**config.mk**
```make
export PLATFORM = sky130hd
export DESIGN_NAME = div_seq_ctrl
export DESIGN_NICKNAME = d
export VERILOG_FILES = /design/src/rtl/div_pkg.sv /design/src/rtl/add_sub_w.sv /design/src/rtl/div_seq_ctrl.sv
export SDC_FILE = /design/constraint.sdc
export NUM_CORES = 1
export LEC_CHECK = 0
export ABC_AREA = 1
export CAP_MARGIN = 0
export CORE_MARGIN = 2
export CORE_UTILIZATION = 59
export CTS_BUF_LIST = sky130_fd_sc_hd__clkbuf_2 sky130_fd_sc_hd__clkbuf_4 sky130_fd_sc_hd__clkbuf_8
export CTS_CLUSTER_SIZE = 14
export DETAILED_ROUTE_END_ITERATION = 10
export GPL_TIMING_DRIVEN = 0
export PLACE_DENSITY_LB_ADDON = 0.05
export REMOVE_ABC_BUFFERS = 1
export SLEW_MARGIN = 20
export SYNTH_ARGS = -nofsm -noshare
export SYNTH_HDL_FRONTEND = slang
export SYNTH_HIERARCHICAL = 1
export SYNTH_SLANG_ARGS = --single-unit
```
**constraint.sdc**
```tcl
create_clock -name clk -period 5 [get_ports clk]
set_clock_uncertainty 0.1 [all_clocks]
set_input_delay 1 -clock clk [delete_from_list [all_inputs] [get_ports clk]]
set_output_delay 1 -clock clk [all_outputs]
set_load 0.02 [all_outputs]
```
**src/rtl/div_pkg.sv**
```systemverilog
// Shared types and helpers for the sequential restoring divider.
// The optional macro DIV_SIGNED_EN (used in div_seq_ctrl) enables signed operands.
package div_pkg;

  // Controller states. FIXUP is reachable only in the signed build.
  typedef enum logic [1:0] {
    IDLE  = 2'd0,
    CALC  = 2'd1,
    FIXUP = 2'd2,
    DONE  = 2'd3
  } div_state_t;

  // Quotient returned on a zero divisor (all ones; sliced to the operand width).
  localparam logic [15:0] DIV_ZERO_Q = 16'hFFFF;

  // Width of the iteration counter: must hold the value w itself.
  function automatic int cnt_width(input int w);
    return $clog2(w) + 1;
  endfunction

endpackage

```
**src/rtl/add_sub_w.sv**
```systemverilog
// N-bit ripple add/subtract. b is XORed with c_in, so c_in=1 gives a - b
// (two's complement), and c_out=1 then means no borrow.
module add_sub_w #(
  parameter int N = 5
) (
  input  logic [N-1:0] a,
  input  logic [N-1:0] b,
  input  logic         c_in,
  output logic [N-1:0] sum,
  output logic         c_out
);

  logic [N-1:0] b_eff;

  assign b_eff = b ^ {N{c_in}};

  // Ripple the carry bit by bit; a block-local carry keeps the chain acyclic.
  always_comb begin
    logic c;
    sum = '0;
    c   = c_in;
    for (int i = 0; i < N; i++) begin
      sum[i] = a[i] ^ b_eff[i] ^ c;
      c      = (a[i] & b_eff[i]) | (c & (a[i] ^ b_eff[i]));
    end
    c_out = c;
  end

endmodule

```
**src/rtl/div_seq_ctrl.sv**
```systemverilog
// Sequential restoring divider: one trial subtraction per clock on a single
// shared add/sub unit. Results are held until the next accepted start.
// Optional macro DIV_SIGNED_EN: two's complement operands, truncating
// division, one extra FIXUP cycle that restores the result signs.
//
// Handshake: start is sampled only on a rising edge where ready=1; a start
// seen while busy or in DONE is dropped, not queued. done is a one-cycle
// pulse and quotient/remainder/div_by_zero are valid from that cycle on.
module div_seq_ctrl
  import div_pkg::*;
#(
  parameter int W = 4
) (
  input  logic         clk,
  input  logic         rst,
  input  logic         start,
  input  logic [W-1:0] dividend,
  input  logic [W-1:0] divisor,
  output logic         ready,
  output logic         busy,
  output logic         done,
  output logic [W-1:0] quotient,
  output logic [W-1:0] remainder,
  output logic         div_by_zero,
  output div_state_t   dbg_state,
  output logic [W:0]   dbg_partial
);

  localparam int            CW       = cnt_width(W);
  localparam logic [CW-1:0] CNT_LOAD = CW'(W);
  localparam logic [CW-1:0] CNT_ONE  = CW'(1);

  div_state_t    state_q, state_d;
  logic [W:0]    r_q, r_d;      // partial remainder
  logic [W-1:0]  q_q, q_d;      // shifting dividend / quotient
  logic [W-1:0]  dv_q, dv_d;    // divisor (magnitude in the signed build)
  logic [CW-1:0] cnt_q, cnt_d;  // remaining CALC cycles
  logic          dz_q, dz_d;    // zero-divisor operation in flight

`ifdef DIV_SIGNED_EN
  logic          q_neg_q, q_neg_d;  // operand signs differ
  logic          r_neg_q, r_neg_d;  // dividend was negative
`endif

  // Shared add/sub datapath
  logic [W:0]    as_a, as_b, as_sum;
  logic          as_cin, as_cout;

  add_sub_w #(.N(W + 1)) u_add_sub (
    .a     (as_a),
    .b     (as_b),
    .c_in  (as_cin),
    .sum   (as_sum),
    .c_out (as_cout)
  );

  // Next-state, datapath steering and register next values.
  always_comb begin
    state_d = state_q;
    r_d     = r_q;
    q_d     = q_q;
    dv_d    = dv_q;
    cnt_d   = cnt_q;
    dz_d    = dz_q;
`ifdef DIV_SIGNED_EN
    q_neg_d = q_neg_q;
    r_neg_d = r_neg_q;
`endif
    as_a    = '0;
    as_b    = '0;
    as_cin  = 1'b0;

    case (state_q)
      IDLE: begin
        if (start) begin
          if (divisor == '0) begin
            // Keep the raw dividend in Q: it becomes the remainder.
            state_d = DONE;
            dz_d    = 1'b1;
            q_d     = dividend;
            r_d     = '0;
            dv_d    = '0;
            cnt_d   = '0;
          end else begin
            state_d = CALC;
            dz_d    = 1'b0;
            r_d     = '0;
            cnt_d   = CNT_LOAD;
`ifdef DIV_SIGNED_EN
            // Adder is idle here, so it forms the dividend magnitude (0 - x).
            as_b    = {1'b0, dividend};
            as_cin  = 1'b1;
            q_d     = dividend[W-1] ? as_sum[W-1:0] : dividend;
            dv_d    = divisor[W-1] ? (~divisor + W'(1)) : divisor;
            q_neg_d = dividend[W-1] ^ divisor[W-1];
            r_neg_d = dividend[W-1];
`else
            q_d     = dividend;
            dv_d    = divisor;
`endif
          end
        end
      end

      CALC: begin
        // Trial subtract of the divisor from the shifted partial remainder.
        as_a   = {r_q[W-1:0], q_q[W-1]};
        as_b   = {1'b0, dv_q};
        as_cin = 1'b1;
        if (as_cout) begin
          r_d = as_sum;
          q_d = {q_q[W-2:0], 1'b1};
        end else begin
          r_d = as_a;
          q_d = {q_q[W-2:0], 1'b0};
        end
        cnt_d = cnt_q - CNT_ONE;
        if (cnt_q == CNT_ONE) begin
`ifdef DIV_SIGNED_EN
          state_d = FIXUP;
`else
          state_d = DONE;
`endif
        end
      end

      FIXUP: begin
`ifdef DIV_SIGNED_EN
        // Adder negates the quotient; the remainder takes the dividend's sign.
        as_b   = {1'b0, q_q};
        as_cin = 1'b1;
        if (q_neg_q) q_d = as_sum[W-1:0];
        if (r_neg_q) r_d = {1'b0, ~r_q[W-1:0] + W'(1)};
        state_d = DONE;
`else
        state_d = IDLE;
`endif
      end

      DONE: begin
        state_d = IDLE;
      end

      default: begin
        state_d = IDLE;
      end
    endcase
  end

  // State and working registers.
  always_ff @(posedge clk) begin
    if (rst) begin
      state_q <= IDLE;
      r_q     <= '0;
      q_q     <= '0;
      dv_q    <= '0;
      cnt_q   <= '0;
      dz_q    <= 1'b0;
`ifdef DIV_SIGNED_EN
      q_neg_q <= 1'b0;
      r_neg_q <= 1'b0;
`endif
    end else begin
      state_q <= state_d;
      r_q     <= r_d;
      q_q     <= q_d;
      dv_q    <= dv_d;
      cnt_q   <= cnt_d;
      dz_q    <= dz_d;
`ifdef DIV_SIGNED_EN
      q_neg_q <= q_neg_d;
      r_neg_q <= r_neg_d;
`endif
    end
  end

  // Result registers load on the edge into DONE, so they are valid with done.
  always_ff @(posedge clk) begin
    if (rst) begin
      quotient    <= '0;
      remainder   <= '0;
      div_by_zero <= 1'b0;
    end else if (state_d == DONE) begin
      quotient    <= dz_d ? DIV_ZERO_Q[W-1:0] : q_d;
      remainder   <= dz_d ? q_d : r_d[W-1:0];
      div_by_zero <= dz_d;
    end
  end

  // Status decode from the state register.
  always_comb begin
    ready       = (state_q == IDLE);
    busy        = (state_q == CALC) || (state_q == FIXUP);
    done        = (state_q == DONE);
    dbg_state   = state_q;
    dbg_partial = r_q;
  end

endmodule

```
**Yosys cells after proc, flatten, opt, wreduce, memory -nomap -nowiden**

Cells that the tools add are included.

- Flip-flop bits (word level): 28
- Input port bits: 11
- Output and inout bits: 19
- Logic and storage cells: 72

- Add/subtract/negate cells: 1
- Equal/unequal tests: 6
- Muxes and demuxes: 22
- Bitwise logic cells: 26
- Reduce and logical (&&, ||, !) cells: 7

Operator list:

| operator | number |
|---|---|
| 4-bit two-way mux | 5 |
| 5-bit two-way mux | 3 |
| 1-bit AND | 10 |
| 5-bit one-hot mux with 2 select lines | 1 |
| 1-bit XOR | 10 |
| 4-bit one-hot mux with 2 select lines | 1 |
| 2-bit == test, second input constant | 3 |
| 2-bit two-way mux | 3 |
| 3-bit two-way mux | 2 |
| 2-bit one-hot mux with 3 select lines | 1 |
| 3-bit one-hot mux with 2 select lines | 1 |
| 1-bit two-way mux | 5 |
| 1-bit bitwise OR | 5 |
| 4-bit by 5-bit XOR with 5-bit output | 1 |
| 4-bit logical NOT | 1 |
| 2-bit AND reduction | 2 |
| 3-bit by 1-bit == test with 1-bit output, second input constant | 1 |
| 3-bit by 1-bit subtractor with 3-bit output, second input constant | 1 |
| 2-bit by 1-bit == test with 1-bit output, second input constant | 1 |
| 2-bit logical NOT | 1 |
| 2-bit != test, second input constant | 1 |
| 2-bit nonzero test | 1 |
| 2-bit OR reduction | 1 |
| 1-bit logical OR | 1 |

**Longest topological paths before layout**

- Word-level depth: 17
- Depth in mapped cells: 23

**Modules after synthesis**

The synthesis kept the hierarchy.

Modules (own cells, without submodules):

| module | instances | cells each | area an instance (µm²) | sequential area each (µm²) |
|---|---|---|---|---|
| div_seq_ctrl | 1 | 238 | 1547.7 | 560.5 |
| add_sub_w | 1 | 35 | 196.4 | 0.0 |

**Worst setup path after synthesis**

OpenSTA, ideal clock, no wires.

- Path kind: register to register
- From: register state_q[0], in the netlist dbg_state[0]
- To: register remainder[0]
- Setup time: 0.113 ns
- Data arrival time: 3.206 ns
- Setup slack: 1.581 ns
- Cell stages (with the launch flop): 22
- Path buffers: 2
- Period minus slack after synthesis: 3.419 ns
- Cells stage by stage: dfxtp_1 > ha_1 > buf_2 > buf_2 > nand2_1 > inv_1 > inv_1 > nand2_1 > nand2_1 > fa_1 > inv_1 > fa_1 > fa_1 > inv_1 > fa_1 > nand2_1 > a21boi_1 > nand2_1 > inv_1 > nand2_1 > nand3_1 > nand2_1

- Longest elaborated chain between the ends: 17

Ends and longest elaborated chain:

| element | RTL line | RTL |
|---|---|---|
| start: declaration | div_seq_ctrl.sv:33 | `div_state_t state_q, state_d;` |
| start signal: assignment | div_seq_ctrl.sv:164 | `state_q <= state_d;` |
| 2-bit by 1-bit == test with 1-bit output (*) | div_seq_ctrl.sv:73 | `case (state_q)` |
| 1-bit two-way mux (*) | div_seq_ctrl.sv:73 |  |
| via as_cin | div_seq_ctrl.sv:47 | `logic as_cin, as_cout;` |
| 4-bit by 5-bit XOR with 5-bit output | add_sub_w.sv:15 | `assign b_eff = b ^ {N{c_in}};` |
| 1-bit XOR | add_sub_w.sv:24 | `c = (a[i] & b_eff[i]) \| (c & (a[i] ^ b_eff[i]));` |
| 1-bit AND | add_sub_w.sv:24 |  |
| 1-bit bitwise OR | add_sub_w.sv:24 |  |
| 1-bit AND | add_sub_w.sv:24 |  |
| (+3 left out) | -- |  |
| 1-bit AND | add_sub_w.sv:24 |  |
| 1-bit bitwise OR | add_sub_w.sv:24 |  |
| 1-bit AND | add_sub_w.sv:24 |  |
| 1-bit bitwise OR (*) | add_sub_w.sv:24 |  |
| via as_cout | div_seq_ctrl.sv:47 |  |
| 5-bit two-way mux or 1-bit two-way mux (tied branches) | div_seq_ctrl.sv:110 | `if (as_cout) begin` |
| 5-bit one-hot mux with 2 select lines or 4-bit one-hot mux with 2 select lines (tied branches) | div_seq_ctrl.sv:73 |  |
| 4-bit two-way mux (*) | div_seq_ctrl.sv:185 | `remainder <= dz_d ? q_d : r_d[W-1:0];` |
| end signal: assignment | div_seq_ctrl.sv:185 |  |
| end: declaration | div_seq_ctrl.sv:23 | `output logic [W-1:0] remainder,` |

The timed path passes the listed nets; every way through them passes the cells marked *.
A chain may end at the register's enable or synchronous reset.

**Worst setup path after layout**

- From: register state_q[1], in the netlist dbg_state[1]
- To: register quotient[0]

- Longest elaborated chain between the ends: 17

Ends and longest elaborated chain:

| element | RTL line | RTL |
|---|---|---|
| 2-bit by 1-bit == test with 1-bit output (*) | div_seq_ctrl.sv:73 |  |
| 1-bit two-way mux (*) | div_seq_ctrl.sv:73 |  |
| via as_cin | div_seq_ctrl.sv:47 |  |
| 4-bit by 5-bit XOR with 5-bit output | add_sub_w.sv:15 |  |
| 1-bit XOR | add_sub_w.sv:24 |  |
| 1-bit AND | add_sub_w.sv:24 |  |
| 1-bit bitwise OR | add_sub_w.sv:24 |  |
| 1-bit AND | add_sub_w.sv:24 |  |
| (+3 left out) | -- |  |
| 1-bit AND | add_sub_w.sv:24 |  |
| 1-bit bitwise OR | add_sub_w.sv:24 |  |
| 1-bit AND | add_sub_w.sv:24 |  |
| 1-bit bitwise OR (*) | add_sub_w.sv:24 |  |
| via as_cout | div_seq_ctrl.sv:47 |  |
| 1-bit two-way mux (*) | div_seq_ctrl.sv:110 |  |
| 4-bit one-hot mux with 2 select lines (*) | div_seq_ctrl.sv:73 |  |
| 4-bit two-way mux (*) | div_seq_ctrl.sv:184 | `quotient <= dz_d ? DIV_ZERO_Q[W-1:0] : q_d;` |
| end signal: assignment | div_seq_ctrl.sv:184 |  |
| end: declaration | div_seq_ctrl.sv:22 | `output logic [W-1:0] quotient,` |

Marks and branches as above.

==> flow_metrics.env <==
export IMPL_run_status="finished, final reports clean"
export IMPL_final_hold_worst_slack_ns=0.381
export IMPL_multi_input_logic_area_um2=957
export IMPL_vdd_ir_drop_max_v=0.000303
export IMPL_num_vias=1589
export IMPL_fp_row_count=19
export IMPL_netlist_area_leader_share_pct=32.1
export IMPL_area_growth_syn_to_layout_pct=20.9
export IMPL_synth_main_ff_cell="sky130_fd_sc_hd__dfxtp_1"
export IMPL_max_freq_mhz=260
export IMPL_reg2reg_from="dbg_state[1]"
export IMPL_vias_per_cell=4.77
export IMPL_grt_max_degree=23
export IMPL_finish_utilization_pct=75.8
export IMPL_power_total_mw=0.536
export IMPL_async_reset_ff_share_pct=0
export IMPL_timing_slew_headroom_pct=48.2
export IMPL_initialDrtViolationCount=89
export IMPL_instances_no_fill=333
export IMPL_cellLeakagePower_nw=1.10
export IMPL_worstPathMaxFanout=22
export IMPL_dp_cells=329
export IMPL_vias_in_the_first_global_route=1471
export IMPL_number_of_top_level_pins=30
export IMPL_synth_enable_flop_cells=0
export IMPL_worst_slack_ns=1.15
export IMPL_drv_cap=0
export IMPL_final_max_slew_viol_count=0
export IMPL_drt_total_wl_um=3450
export IMPL_gp_routability_congestion=0.822
export IMPL_worst_setup_hold_path_clk_slew_ns=0.15
export IMPL_grt_antenna_before_repair=0
export IMPL_tritoncts_clock_tree="yes"
export IMPL_worst_setup_path_startpoint="dbg_state[1]"
export IMPL_worstMarginPinSlew_ns=0.777
export IMPL_die_width_um=58.4
export IMPL_path_class="flip-flop to flip-flop"
export IMPL_drtAntennaViolNets=0
export IMPL_register_area_um2=561
export IMPL_routedWlPerCell_um=10.4
export IMPL_postSynthRegisterBits=28
export IMPL_cts_num_sinks=28
export IMPL_clock_latency_at_the_later_pin_of_the_worst_skew_pair_ns=0.32
export IMPL_startpoint_type_of_the_worst_setup_path="flip-flop"
export IMPL_cts_setup_buffers=0
export IMPL_place_hpwl_um=2720
export IMPL_netlist_top_cells_area="sky130_fd_sc_hd__dfxtp_1 32%, sky130_fd_sc_hd__nand2_1 21%, sky130_fd_sc_hd__inv_1 9.7%"
export IMPL_post_dp_cell_area_um2=2060
export IMPL_post_route_period_util_pct=77.0
export IMPL_synth_warnings=6
export IMPL_grt_total_usage_pct=21.9
export IMPL_cp_data_required_time_ns=5.10
export IMPL_layout_filler_cells=229
export IMPL_start_util_pct=62.7
export IMPL_fp_dieArea_um2=3410
export IMPL_cts_max_path_buffers=2
export IMPL_hold_viol_final=0
export IMPL_post_cts_resized=0
export IMPL_grt_ovfl_total=0
export IMPL_drive_above_1_share_pct=7.95
export IMPL_detail_route_first_pass_iterations=4
export IMPL_pre_cts_slack_ns=1.20
export IMPL_die_height_um=58.4
export IMPL_fin_setup_tns_ns=0
export IMPL_synth_top_area_cell="sky130_fd_sc_hd__dfxtp_1"
export IMPL_h_tree_depth=1
export IMPL_postSynthCellCount=273
export IMPL_design_core_area_um2=2780
export IMPL_mapped_avg_cell_area_um2=6.39
export IMPL_synth_seq_area_share_pct=32.1
export IMPL_fin_nets=325
export IMPL_synth_unique_cells=25
export IMPL_ctsRootBufferMaster="sky130_fd_sc_hd__clkbuf_4"
export IMPL_power_density_nw_per_um2=254
export IMPL_synth_most_common_cell="sky130_fd_sc_hd__nand2_1"
export IMPL_antenna_diode_instance_count=0
export IMPL_synthTopCellsByCount="97 x sky130_fd_sc_hd__nand2_1, 45 x sky130_fd_sc_hd__inv_1, 32 x sky130_fd_sc_hd__nor2_1"
export IMPL_setup_repair_after_global_routing_missed_its_margin="false"
export IMPL_setup_viol_count_final=0
export IMPL_post_route_cell_area_um2=2110
export IMPL_hold_sp="cnt_q[1]"
export IMPL_worst_ep_arrival_time_ns=3.95
export IMPL_finalWorstPathRequiredPeriod_ns=3.85
export IMPL_global_route_wire_length_before_repair_um=5980
export IMPL_hold_path_class="flip-flop to flip-flop"
export IMPL_ctsHoldBuffers=0
export IMPL_port_buffer_count=29
export IMPL_critPathCaptureType="flip-flop"
export IMPL_syn_cell_area_um2=1740
export IMPL_cts_bufs_inserted=3
export IMPL_remaining_design_rule_violation_count=0
final cells by class:
cell class                      instances  share of cell area, %
Timing Repair Buffer                   29                   13.8
Sequential cell                        28                   26.6
Inverter                               54                   9.91
Multi-Input combinational cell        187                   45.4
Clock inverter                          1                   1.42
Tap cell                               31                   1.84
Clock buffer                            3                   1.07
worst max-delay path, cell delays in order (launching register included):
cell and delay [ns]:
sky130_fd_sc_hd__dfxtp_1 0.38, sky130_fd_sc_hd__inv_1 0.15, sky130_fd_sc_hd__ha_1 0.68, sky130_fd_sc_hd__nand2_1 0.15, sky130_fd_sc_hd__inv_1 0.12, sky130_fd_sc_hd__inv_1 0.06
sky130_fd_sc_hd__nand2_1 0.05, sky130_fd_sc_hd__nand2_1 0.07, sky130_fd_sc_hd__fa_1 0.36, sky130_fd_sc_hd__inv_1 0.08, sky130_fd_sc_hd__fa_1 0.18, sky130_fd_sc_hd__fa_1 0.17
sky130_fd_sc_hd__inv_1 0.05, sky130_fd_sc_hd__fa_1 0.40, sky130_fd_sc_hd__nand2_1 0.17, sky130_fd_sc_hd__a21boi_1 0.19, sky130_fd_sc_hd__nand2_1 0.10, sky130_fd_sc_hd__nor2_1 0.12
sky130_fd_sc_hd__nand2_1 0.06, sky130_fd_sc_hd__nand2_1 0.05, sky130_fd_sc_hd__nor2_1 0.04
power breakdown:
| group | internal, mW | switching [mW] | leakage (nW) |
|---|---|---|---|
| clock network | 0.0810 | 0.0660 | 0.0279 |
| logic | 0.0526 | 0.0905 | 0.846 |
| registers | 0.236 | 0.00907 | 0.228 |
| total | 0.370 | 0.166 | 1.10 |
sequential cells by signal, summed over array words and instances (netlist names):
name / count
dbg_state: 2
dbg_partial: 5
q_q: 4
quotient: 4
cnt_q: 3
dz_q: 1
dv_q: 4
div_by_zero: 1
remainder: 4
layer usage:
metal	vias up	wire [um]	track usage [%]
li1	863	-	-
met1	692	1750	29.1
met2	32	1550	38.5
met3	2	144	2.86
met4	0	7	3.65
met5	-	0	0
path summary, 6_finish.rpt:
| check | slack (ns) | to | cells past startpoint |
|---|---|---|---|
| setup / recovery | 1.15 | quotient[0] | 20 |
| hold / removal | 0.38 | cnt_q[1] | 2 |
| setup reg to reg | 1.15 | quotient[0] | 20 |
| hold reg to reg | 0.38 | cnt_q[1] | 2 |
cell usage in the layout (no fill, tap or decap):
master	instances
sky130_fd_sc_hd__a211oi_1	1
sky130_fd_sc_hd__clkbuf_4	3
sky130_fd_sc_hd__nand2_2	2
sky130_fd_sc_hd__conb_1	2
sky130_fd_sc_hd__fa_1	4
sky130_fd_sc_hd__bufinv_16	1
sky130_fd_sc_hd__ha_1	7
sky130_fd_sc_hd__nor2_2	3
sky130_fd_sc_hd__inv_1	45
sky130_fd_sc_hd__inv_4	2
sky130_fd_sc_hd__o21ai_0	7
sky130_fd_sc_hd__nor2_1	32
sky130_fd_sc_hd__o21ai_1	4
sky130_fd_sc_hd__a21boi_1	1
sky130_fd_sc_hd__clkdlybuf4s50_1	29
sky130_fd_sc_hd__o21ai_4	1
sky130_fd_sc_hd__nand3_4	2
sky130_fd_sc_hd__a21oi_1	4
sky130_fd_sc_hd__inv_2	6
sky130_fd_sc_hd__clkinv_2	1
sky130_fd_sc_hd__a21boi_0	3
sky130_fd_sc_hd__nand3_1	14
sky130_fd_sc_hd__nand2_1	97
sky130_fd_sc_hd__dfxtp_1	28
sky130_fd_sc_hd__nand2_4	2
sky130_fd_sc_hd__nor3_2	1
cells by family after synthesis:
| kind of cell | count (synthesis) | synth area share [%] |
|---|---|---|
| other | 1 | 0.215 |
| adders and majority gates | 11 | 9.61 |
| and+or+nand+nor | 153 | 37.4 |
| AOI/OAI and AO/OA | 21 | 7.39 |
| DFF | 28 | 32.1 |
| buffers and inverters | 59 | 13.2 |
No activity file was read; power rests on OpenSTA's default activity.
